## src/rtl/ctrl_sequencer_pkg.sv

```systemverilog
// Shared encodings for the control sequencer: FSM states, opcode/funct
// values and every control word the datapath can receive.
package ctrl_sequencer_pkg;

  typedef enum logic [2:0] {
    S_IDLE   = 3'd0,
    S_FETCH  = 3'd1,
    S_DECODE = 3'd2,
    S_EXE    = 3'd3,
    S_MEM    = 3'd4,
    S_WB     = 3'd5,
    S_HALTED = 3'd6,
    S_FAULT  = 3'd7
  } state_t;

  // Opcodes (instruction bits [DATA_WIDTH-1:DATA_WIDTH-6])
  localparam logic [5:0] OP_RTYPE = 6'h00;
  localparam logic [5:0] OP_JMP   = 6'h02;
  localparam logic [5:0] OP_JAL   = 6'h03;
  localparam logic [5:0] OP_BEQ   = 6'h04;
  localparam logic [5:0] OP_BNE   = 6'h05;
  localparam logic [5:0] OP_ADDI  = 6'h08;
  localparam logic [5:0] OP_LUI   = 6'h0F;
  localparam logic [5:0] OP_LW    = 6'h23;
  localparam logic [5:0] OP_SW    = 6'h2B;
  localparam logic [5:0] OP_PUSH  = 6'h3A;
  localparam logic [5:0] OP_POP   = 6'h3B;

  // R-type funct codes (instruction bits [5:0])
  localparam logic [5:0] FN_ADD = 6'h20;
  localparam logic [5:0] FN_SUB = 6'h22;
  localparam logic [5:0] FN_AND = 6'h24;
  localparam logic [5:0] FN_OR  = 6'h25;
  localparam logic [5:0] FN_SLT = 6'h2A;

  // FETCH / DECODE / MEM words
  localparam logic [31:0] CW_FETCH     = 32'h0020_0000;
  localparam logic [31:0] CW_DEC_SHORT = 32'h0000_0010;
  localparam logic [31:0] CW_DEC_FULL  = 32'h0000_0050;
  localparam logic [31:0] CW_MEM_RD    = 32'h0060_0000;
  localparam logic [31:0] CW_MEM_WR    = 32'h0090_0000;
  localparam logic [31:0] CW_NOP       = 32'h0000_0040;

  // EXE words
  localparam logic [31:0] EXE_ADD  = 32'h0000_0121;
  localparam logic [31:0] EXE_SUB  = 32'h0000_0122;
  localparam logic [31:0] EXE_AND  = 32'h0000_0124;
  localparam logic [31:0] EXE_OR   = 32'h0000_0128;
  localparam logic [31:0] EXE_SLT  = 32'h0000_0130;
  localparam logic [31:0] EXE_ADDI = 32'h0000_0221;
  localparam logic [31:0] EXE_LS   = 32'h0000_0421;
  localparam logic [31:0] EXE_BR   = 32'h0000_0822;
  localparam logic [31:0] EXE_LUI  = 32'h0000_1000;
  localparam logic [31:0] EXE_JMP  = 32'h0000_2000;
  localparam logic [31:0] EXE_JAL  = 32'h0000_4000;
  localparam logic [31:0] EXE_PUSH = 32'h0000_8022;
  localparam logic [31:0] EXE_POP  = 32'h0000_8021;

  // WB words
  localparam logic [31:0] WB_RTYPE    = 32'h1200_60CB;
  localparam logic [31:0] WB_ADDI     = 32'h1200_40CB;
  localparam logic [31:0] WB_LW       = 32'h1680_48CB;
  localparam logic [31:0] WB_SW       = 32'h0000_00C3;
  localparam logic [31:0] WB_BR_TAKEN = 32'h0000_A04D;
  localparam logic [31:0] WB_BR_SEQ   = 32'h0000_204D;
  localparam logic [31:0] WB_LUI      = 32'h1100_00CB;
  localparam logic [31:0] WB_JMP      = 32'h0001_0040;
  localparam logic [31:0] WB_JAL      = 32'h1101_0040;
  localparam logic [31:0] WB_PUSH     = 32'h0200_00C3;
  localparam logic [31:0] WB_POP      = 32'h1600_48CB;

  function automatic logic is_mem_rd(input logic [5:0] op);
    return (op == OP_LW) || (op == OP_POP);
  endfunction

  function automatic logic is_mem_wr(input logic [5:0] op);
    return (op == OP_SW) || (op == OP_PUSH);
  endfunction

endpackage

```

## src/rtl/ctrl_word_rom.sv

```systemverilog
// Combinational control-word lookup: (state, opcode, funct, zero_q) -> CTRL.
// Unrecognised opcode/funct pairs are flagged and replaced by the NOP word.
module ctrl_word_rom
  import ctrl_sequencer_pkg::*;
(
  input  state_t      state,
  input  logic [5:0]  opcode,
  input  logic [5:0]  funct,
  input  logic        zero_q,
  output logic [31:0] ctrl,
  output logic        illegal
);

  logic [31:0] exe_word;
  logic [31:0] wb_word;
  logic        short_dec;

  // Per-opcode EXE/WB words, short-decode class and legality
  always_comb begin
    exe_word  = '0;
    wb_word   = '0;
    short_dec = 1'b0;
    illegal   = 1'b0;
    case (opcode)
      OP_RTYPE: begin
        wb_word = WB_RTYPE;
        case (funct)
          FN_ADD:  exe_word = EXE_ADD;
          FN_SUB:  exe_word = EXE_SUB;
          FN_AND:  exe_word = EXE_AND;
          FN_OR:   exe_word = EXE_OR;
          FN_SLT:  exe_word = EXE_SLT;
          default: illegal  = 1'b1;
        endcase
      end
      OP_ADDI: begin exe_word = EXE_ADDI; wb_word = WB_ADDI; end
      OP_LW:   begin exe_word = EXE_LS;   wb_word = WB_LW;   end
      OP_SW:   begin exe_word = EXE_LS;   wb_word = WB_SW;   end
      OP_BEQ:  begin exe_word = EXE_BR;   wb_word = zero_q ? WB_BR_TAKEN : WB_BR_SEQ; end
      OP_BNE:  begin exe_word = EXE_BR;   wb_word = zero_q ? WB_BR_SEQ : WB_BR_TAKEN; end
      OP_LUI:  begin exe_word = EXE_LUI;  wb_word = WB_LUI;  short_dec = 1'b1; end
      OP_JMP:  begin exe_word = EXE_JMP;  wb_word = WB_JMP;  short_dec = 1'b1; end
      OP_JAL:  begin exe_word = EXE_JAL;  wb_word = WB_JAL;  short_dec = 1'b1; end
      OP_PUSH: begin exe_word = EXE_PUSH; wb_word = WB_PUSH; short_dec = 1'b1; end
      OP_POP:  begin exe_word = EXE_POP;  wb_word = WB_POP;  short_dec = 1'b1; end
      default: illegal = 1'b1;
    endcase
  end

  // Select the word for the current state; illegal ops become NOP in EXE/WB
  always_comb begin
    ctrl = '0;
    case (state)
      S_FETCH:  ctrl = CW_FETCH;
      S_DECODE: ctrl = short_dec ? CW_DEC_SHORT : CW_DEC_FULL;
      S_EXE:    ctrl = illegal ? CW_NOP : exe_word;
      S_MEM: begin
        if (is_mem_rd(opcode))      ctrl = CW_MEM_RD;
        else if (is_mem_wr(opcode)) ctrl = CW_MEM_WR;
        else                        ctrl = '0;
      end
      S_WB:     ctrl = illegal ? CW_NOP : wb_word;
      default:  ctrl = '0;
    endcase
  end

endmodule

```

## src/rtl/ctrl_sequencer.sv

```systemverilog
// Multi-cycle control sequencer: FETCH/DECODE/EXE/[MEM]/WB with memory
// handshake, timeout fault, halt support and a retired-instruction counter.
module ctrl_sequencer
  import ctrl_sequencer_pkg::*;
#(
  parameter int DATA_WIDTH = 32,
  parameter int CTRL_WIDTH = 32,
  parameter int SKIP_MEM   = 1,
  parameter int WAIT_LIMIT = 15,
  parameter int CNT_WIDTH  = 16
) (
  input  logic                  CLK,
  input  logic                  RST,
  input  logic [DATA_WIDTH-1:0] INSTRUCTION,
  input  logic                  ZERO,
  input  logic                  MEM_READY,
  input  logic                  HALT,
  output logic [CTRL_WIDTH-1:0] CTRL,
  output logic                  READ,
  output logic                  WRITE,
  output logic [2:0]            STATE,
  output logic                  INSTR_DONE,
  output logic                  ILLEGAL,
  output logic                  FAULT,
  output logic [CNT_WIDTH-1:0]  RETIRED
);

  localparam int WW = (WAIT_LIMIT > 0) ? $clog2(WAIT_LIMIT + 1) : 1;
  localparam logic [WW-1:0] WAIT_LIM_W = WW'(WAIT_LIMIT);

  state_t                state_reg, state_next;
  logic [DATA_WIDTH-1:0] ir_reg;
  logic                  zero_q_reg;
  logic                  illegal_reg;
  logic [WW-1:0]         wait_cnt_reg, wait_cnt_next;
  logic [CNT_WIDTH-1:0]  retired_reg;

  logic [5:0]  opcode;
  logic [5:0]  funct;
  logic [31:0] rom_ctrl;
  logic        rom_illegal;
  logic        mem_rd, mem_wr, mem_strobe;
  logic        waiting, timeout;
  logic        unused_ir_bits;

  assign opcode         = ir_reg[DATA_WIDTH-1 -: 6];
  assign funct          = ir_reg[5:0];
  assign unused_ir_bits = &{1'b0, ir_reg[DATA_WIDTH-7:6]};

  assign mem_rd     = is_mem_rd(opcode);
  assign mem_wr     = is_mem_wr(opcode);
  assign mem_strobe = (state_reg == S_MEM) && (mem_rd || mem_wr);

  // Timeout only counts cycles where the memory is actually being waited on
  assign waiting = ((state_reg == S_FETCH) || mem_strobe) && !MEM_READY;
  assign timeout = (WAIT_LIMIT != 0) && waiting && (wait_cnt_reg == WAIT_LIM_W);

  ctrl_word_rom u_rom (
    .state   (state_reg),
    .opcode  (opcode),
    .funct   (funct),
    .zero_q  (zero_q_reg),
    .ctrl    (rom_ctrl),
    .illegal (rom_illegal)
  );

  // Next-state and wait-counter logic
  always_comb begin
    state_next    = state_reg;
    wait_cnt_next = (waiting && !timeout) ? wait_cnt_reg + 1'b1 : '0;
    case (state_reg)
      S_IDLE:   state_next = S_FETCH;
      S_FETCH: begin
        if (MEM_READY)    state_next = S_DECODE;
        else if (timeout) state_next = S_FAULT;
      end
      S_DECODE: state_next = S_EXE;
      S_EXE: begin
        if (illegal_reg)                            state_next = S_WB;
        else if ((SKIP_MEM == 0) || mem_rd || mem_wr) state_next = S_MEM;
        else                                        state_next = S_WB;
      end
      S_MEM: begin
        if (!mem_strobe || MEM_READY) state_next = S_WB;
        else if (timeout)             state_next = S_FAULT;
      end
      S_WB:     state_next = HALT ? S_HALTED : S_FETCH;
      S_HALTED: if (!HALT) state_next = S_FETCH;
      S_FAULT:  state_next = S_FAULT;
      default:  state_next = S_IDLE;
    endcase
  end

  // State, instruction register, sampled flags and retired counter
  always_ff @(posedge CLK or posedge RST) begin
    if (RST) begin
      state_reg    <= S_IDLE;
      ir_reg       <= '0;
      zero_q_reg   <= 1'b0;
      illegal_reg  <= 1'b0;
      wait_cnt_reg <= '0;
      retired_reg  <= '0;
    end else begin
      state_reg    <= state_next;
      wait_cnt_reg <= wait_cnt_next;
      if ((state_reg == S_FETCH) && MEM_READY) ir_reg <= INSTRUCTION;
      if (state_reg == S_DECODE) illegal_reg <= rom_illegal;
      if (state_reg == S_EXE)    zero_q_reg  <= ZERO;
      if (state_reg == S_WB)     retired_reg <= retired_reg + 1'b1;
    end
  end

  assign CTRL       = CTRL_WIDTH'(rom_ctrl);
  assign READ       = (state_reg == S_FETCH) || ((state_reg == S_MEM) && mem_rd);
  assign WRITE      = (state_reg == S_MEM) && mem_wr;
  assign STATE      = state_reg;
  assign INSTR_DONE = (state_reg == S_WB);
  assign ILLEGAL    = (state_reg == S_WB) && illegal_reg;
  assign FAULT      = (state_reg == S_FAULT);
  assign RETIRED    = retired_reg;

endmodule

```

## config.mk

```make
export PLATFORM = sky130hd
export DESIGN_NAME = ctrl_sequencer
export DESIGN_NICKNAME = d
export VERILOG_FILES = /design/src/rtl/ctrl_sequencer_pkg.sv /design/src/rtl/ctrl_word_rom.sv /design/src/rtl/ctrl_sequencer.sv
export SDC_FILE = /design/constraint.sdc
export NUM_CORES = 1
export LEC_CHECK = 0
export CORE_MARGIN = 2
export CORE_UTILIZATION = 46
export DETAILED_ROUTE_END_ITERATION = 8
export GPL_ROUTABILITY_DRIVEN = 0
export HOLD_SLACK_MARGIN = 0.05
export PLACE_DENSITY = 0.82
export SETUP_SLACK_MARGIN = 0.5
export SLEW_MARGIN = 25
export SYNTH_ARGS = -nofsm -noshare
export SYNTH_HDL_FRONTEND = slang
export SYNTH_SLANG_ARGS = --single-unit
```

## constraint.sdc

```tcl
create_clock -name CLK -period 2.65 [get_ports CLK]
set_input_delay 0.6625 -clock CLK [delete_from_list [all_inputs] [get_ports CLK]]
set_output_delay 0.6625 -clock CLK [all_outputs]
set_load 0.005 [all_outputs]
```

* Yosys cells after proc, flatten, opt, wreduce, memory -nomap -nowiden *
Cells that the tools add are included.

operators by class
  $lt $le $gt $ge = 0
  add/sub/neg operators = 2
  divide/modulo/power cells = 0
  shift operators = 0
  multiply operators = 0
  multiplexer cells = 23
  bitwise logic cells = 0
  equal/unequal tests = 24
  reduce and logical (&&, ||, !) cells = 24

operator list
  kind                     number
  $pmux W32 S11            1
  $pmux W32 S9             1
  $pmux W32 S5             1
  $mux W32                 3
  $eq A6 B6 Y1 const B     9
  $pmux W9 S5              1
  $mux W16                 2
  $mux W24                 1
  $pmux W3 S8              1
  $add A16 B1 Y16 const B  1
  $mux W3                  5
  $eq A3 B3 Y1 const B     4
  $eq A6 B2 Y1 const B     2
  $eq A6 B3 Y1 const B     2
  $eq A6 B4 Y1 const B     2
  $reduce_or A10 Y1        1
  $reduce_or A5 Y1         2
  $logic_and A1 B1 Y1      8
  $mux W7                  1
  $eq A3 B2 Y1 const B     2
  $logic_not A6 Y1         1
  $logic_or A1 B1 Y1       6
  $add A4 B1 Y4 const B    1
  $eq A4 B4 Y1 const B     1
  other kinds (8)          14

word-level totals
  bits of input ports = 37
  memories kept = 0
  RAM bits = 0
  bits in read-only memories = 0
  register bits = 57
  latch bits = 0
  output and inout bits = 56

* Longest topological paths before layout *
Gate-level depths: netlist of the first run.

  depth in word-level cells = 10
  gate-level depth with buffers = 9

* Hierarchy *
Synthesis of the first run repeated with hierarchy kept, for this count alone.

unflattened totals
  cells, all modules = 298
  area, all modules = 2756.4 sq um

modules (own cells, without submodules)
  module          cells an instance  area an instance (sq um)  times used
  ctrl_sequencer  152                1793.0                    1
  ctrl_word_rom   146                963.4                     1

* Least setup slack after synthesis of the first run *
No wires, ideal clock.

  path kind = flip-flop to output port
  start point = register ir_reg[26]
  end point = output CTRL[4]
  cell stages (with the launch flop) = 7
  data required time = 1.987 ns
  data arrival time = 1.590 ns
  path buffers = 1
  setup slack = 0.398 ns
  path through = dfrtp_1 buf_4 nor2_4 nand3_4 or4_1 or2_1 a21oi_2

between the ends
  word-level cells in the longest chain between the ends = 5

RTL lines
  element                                                                 RTL line                                       text
  from (decl)                                                             ctrl_sequencer.sv:32                           logic [DATA_WIDTH-1:0] ir_reg;
  from (signal assigned)                                                  ctrl_sequencer.sv:98                           ir_reg <= '0;
  from (signal assigned)                                                  ctrl_sequencer.sv:106                          if ((state_reg == S_FETCH) && MEM_READY) ir_reg <= INSTRUCTION;
  $eq A6 B6 Y1 (tied with other cells)                                    ctrl_sequencer_pkg.sv:73, ctrl_word_rom.sv:24
  $reduce_or A10 Y1 (no line) / $reduce_or A2 Y1 (equally long branches)  -
  $pmux W1 S2 / $pmux W32 S9 (equally long branches)                      ctrl_word_rom.sv:24                            case (opcode)
  $mux W32 (on tied branches)                                             ctrl_word_rom.sv:62, ctrl_word_rom.sv:56
  $pmux W32 S5 (*)                                                        ctrl_word_rom.sv:53                            case (state)
  to (decl)                                                               ctrl_sequencer.sv:18                           output logic [CTRL_WIDTH-1:0] CTRL,

Mark *: on every way between the ends. The rest lies on a longest branch, timed or not.

* Worst setup path after layout of the first run *
  start point = register ir_reg[27]
  end point = output CTRL[0]

The elaborated chain is that of the path after synthesis.

==> results.md, run 1 <==
* Fin. Hold Viols at 0
* Syn Area/Cell at 8.96 sq um
* Hold depth at 1
* Root Buffer: clkbuf_8
* Depth of the most critical reg-to-reg path at 11
* Die area at 6300 sq um
* Rel. slew slack at 64.8%
* Initial antenna violation count at 0
* WP buf/inv at 2
* Clock share of power at 9.6%
* Endpoints failing setup at 17
* DRT antenna net count at 0
* P_leak at 2.10 nW
* Hpwl dp at 5630 um
* Starting Density at 47.5%
* Via count at 3,378
* Largest register FFs at 16
* Combinational Power Share at 72.2%
* Sw power at 0.00263 W
* Critical Path, Cell by Cell: buf_6 -> or4b_4 -> o32a_1 -> o41ai_2 -> a22o_1 -> and3b_1 -> buf_2
* Clock buffer depth at 2
* First-pass GRT wire length at 17,600 um
* I/O pin count at 93
* WS Path Type: reg -> out
* H-tree levels at 2
* Worst hold path type: reg -> reg
* Hold-fix buffers, CTS at 0
* Final worst slack at -302 ps
* Num CTS Buffers at 5
* Most common flop cell mapped by yosys: dfrtp_1
* Skew-Pair Late Insertion Delay at 320 ps
* Die Height at 79.4 um
* Clock sink count at 37
* Drt first-iter violations at 435
* Nets@finish at 492
* Synth warn at 0
* Sequential power share at 18.2%
* Internal cell power at 0.00315 W
* Max-slew violations at 0
* Ys async rst share at 100%
* Vias in the first global route at 3,261
* Clock skew at 27.9 ps
* Tot GR Track Use at 37.3%
* Die Width at 79.4 um
* Outcome: complete, but fails checks
* Syn Inst Count at 292
* Syn Std Cell Area at 2620 sq um
* Crit path max-delay cell type: or4b_4
* Placed inst area at 3710 sq um
* Rows at 27
* PD cells at 1260 nW/um^2
* Core area at 5510 sq um
* Largest net degree at the start of global routing at 38
* RSZ-0062 raised after global routing: yes
* GRT overflow at 0
* Share of post-route cells with drive strength above 1 at 51.3%
* EDFF count, synth at 0
* # port buffers at 65
* Failing checks: negative setup slack
* # fillers at 269
* Flops & latches, synth at 37
* Worst VDD drop at 0.000705 V
* Worst slew pin tran at 523 ps
* Post-route DRC at 0
* Max Cap Viol at 0
* Critical path fanouts, max at 4
* Fmax at 339 MHz
* Net Sw Frac at 45.5%
* CP max stage delay at 550 ps
* Crit path DAT at 2290 ps
* Yosys cell types at 67
* Final period util at 111%
* Vias per cell at 6.42
* ANT cells at 0
* Worst hold slack at 477 ps
* Stages on worst setup path at 7
* Critical Path End Type: primary output
* Delay-heaviest family, CP: simple AND/OR/NAND/NOR gates
* Clock slew at reported path FFs at 110 ps
* Sequential share of the synthesized area at 35.4%
* Area growth, synth to finish at 75.1%
* Dpl ws at -214 ps
* Routed WL at 12,800 um
* Worst Setup Start Kind: flip-flop
* First-pass DRT Iterations at 6
* Design Area, Final at 4580 sq um
* CTS tree: done
* Final Critical Period at 2950 ps
* Critical Path RT at 1990 ps
* DR WL/cell at 24.4 um
==> path summary, 6_finish.rpt <==
path                                          from                 endpoint  slack (ps)
max                         ir_reg[27]$_DFFE_PP0P_                  CTRL[0]        -300
min                        RETIRED[15]$_DFFE_PP0P_  RETIRED[15]$_DFFE_PP0P_         480
max reg2reg                   STATE[1]$_DFFE_PP0P_  RETIRED[12]$_DFFE_PP0P_         480
min reg2reg                RETIRED[15]$_DFFE_PP0P_  RETIRED[15]$_DFFE_PP0P_         480
max in group asynchronous                      RST   ir_reg[29]$_DFFE_PP0P_        1420
min in group asynchronous                      RST    ir_reg[5]$_DFFE_PP0P_         810
==> logic make-up (layout without fill, tap and decap cells) <==
family / count (synthesis) / after routing / synth area share (%)
AO/OA/AOI/OAI: 55 / 55 / 14.5
flip-flops: 37 / 37 / 35.4
other: 1 / 7 / 0.143
multiplexers: 12 / 12 / 5.12
adder cells (fa/ha/maj): 2 / 2 / 0.957
buffers and inverters: 39 / 195 / 8.56
XOR/XNOR: 20 / 20 / 6.70
AND/OR/NAND/NOR: 126 / 126 / 28.6
==> cell usage after synthesis, drive strengths merged, types with 4 or more instances <==
master,number,area (sq um)
a21oi,11,58.8
and3,5,31.3
and3b,4,35.0
buf,22,160
clkbuf,5,18.8
dfrtp,37,926
inv,12,45.1
mux2,11,124
nand2,33,126
nand2b,4,32.5
nand3,13,77.6
nand4,4,40.0
nor2,23,116
nor2b,6,40.0
nor3,12,60.1
nor4,5,58.8
o21ai,13,65.1
o22ai,4,25.0
or2,4,27.5
xnor2,16,140
xor2,4,35.0
==> power groups by stage <==
stage | clock network (W) | logic, W | registers (W)
after floorplan | 0 | 0.00149 | 0.000922
after global placement | 0 | 0.00241 | 0.00101
after detailed placement | 0 | 0.00249 | 0.00103
after CTS | 0.000534 | 0.00343 | 0.000995
after global routing | 0.000571 | 0.00429 | 0.00106
final | 0.000552 | 0.00417 | 0.00105
==> routing by layer <==
metal | track usage, % | vias up | share of wire, % | wire length (um)
met5 | 0 | - | 0 | 0
li1 | - | 1340 | - | -
met2 | 59.7 | 331 | 46 | 5950
met1 | 46.0 | 1599 | 36 | 4570
met4 | 21.9 | 0 | 7.2 | 920
met3 | 8.82 | 108 | 11 | 1410
==> final cells by class <==
class / instances / area, sq um / area share (%)
Multi-Input combinational cell: 222 / 1860 / 40.5
Timing Repair Buffer: 175 / 1530 / 33.4
Sequential cell: 37 / 935 / 20.4
Tap cell: 72 / 90.1 / 1.97
Clock buffer: 6 / 82.6 / 1.80
Inverter: 12 / 47.5 / 1.04
Clock inverter: 2 / 37.5 / 0.820
==> layout by cell type (no fill, tap or decap), drive strengths merged, types with 12 or more instances in the layout <==
cell type      netlist  final
o21ai               13     13
nand3               13     13
inv                 12     12
xnor2               16     16
nand2               33     33
buf                 22    137
nor2                23     23
nor3                12     12
clkdlybuf4s50        0     33
dfrtp               37     37
==> timing repair <==
item | 4_1_cts | 5_1_grt
pin swaps | 26 | 26
endpoints found under the setup margin | 30 | 32
resized for setup | 198 | 37
buffers inserted | 41 | 11
gates cloned | 0 | 0
==> per-stage QoR <==
step | power (W) | std cells | setup TNS (ps) | utilization (%)
2_1_floorplan | 0.00241 | 298 | 0 | -
6_report | 0.00577 | 526 | -2970 | 83.2
5_1_grt | 0.00592 | 526 | -3630 | 83.2
3_5_place_dp | 0.00352 | 466 | -2500 | 67.3
3_3_place_gp | 0.00342 | 466 | -2040 | 67.3
4_1_cts | 0.00496 | 515 | -1160 | 79.1
Power figures use the tool's default switching activity.
==> run 2, diff against run 1 <==
Settings changed: CAP_MARGIN set to 20.
==> results of run 2 <==
No change in the layout: final DEF, timing and power equal those of run 1.
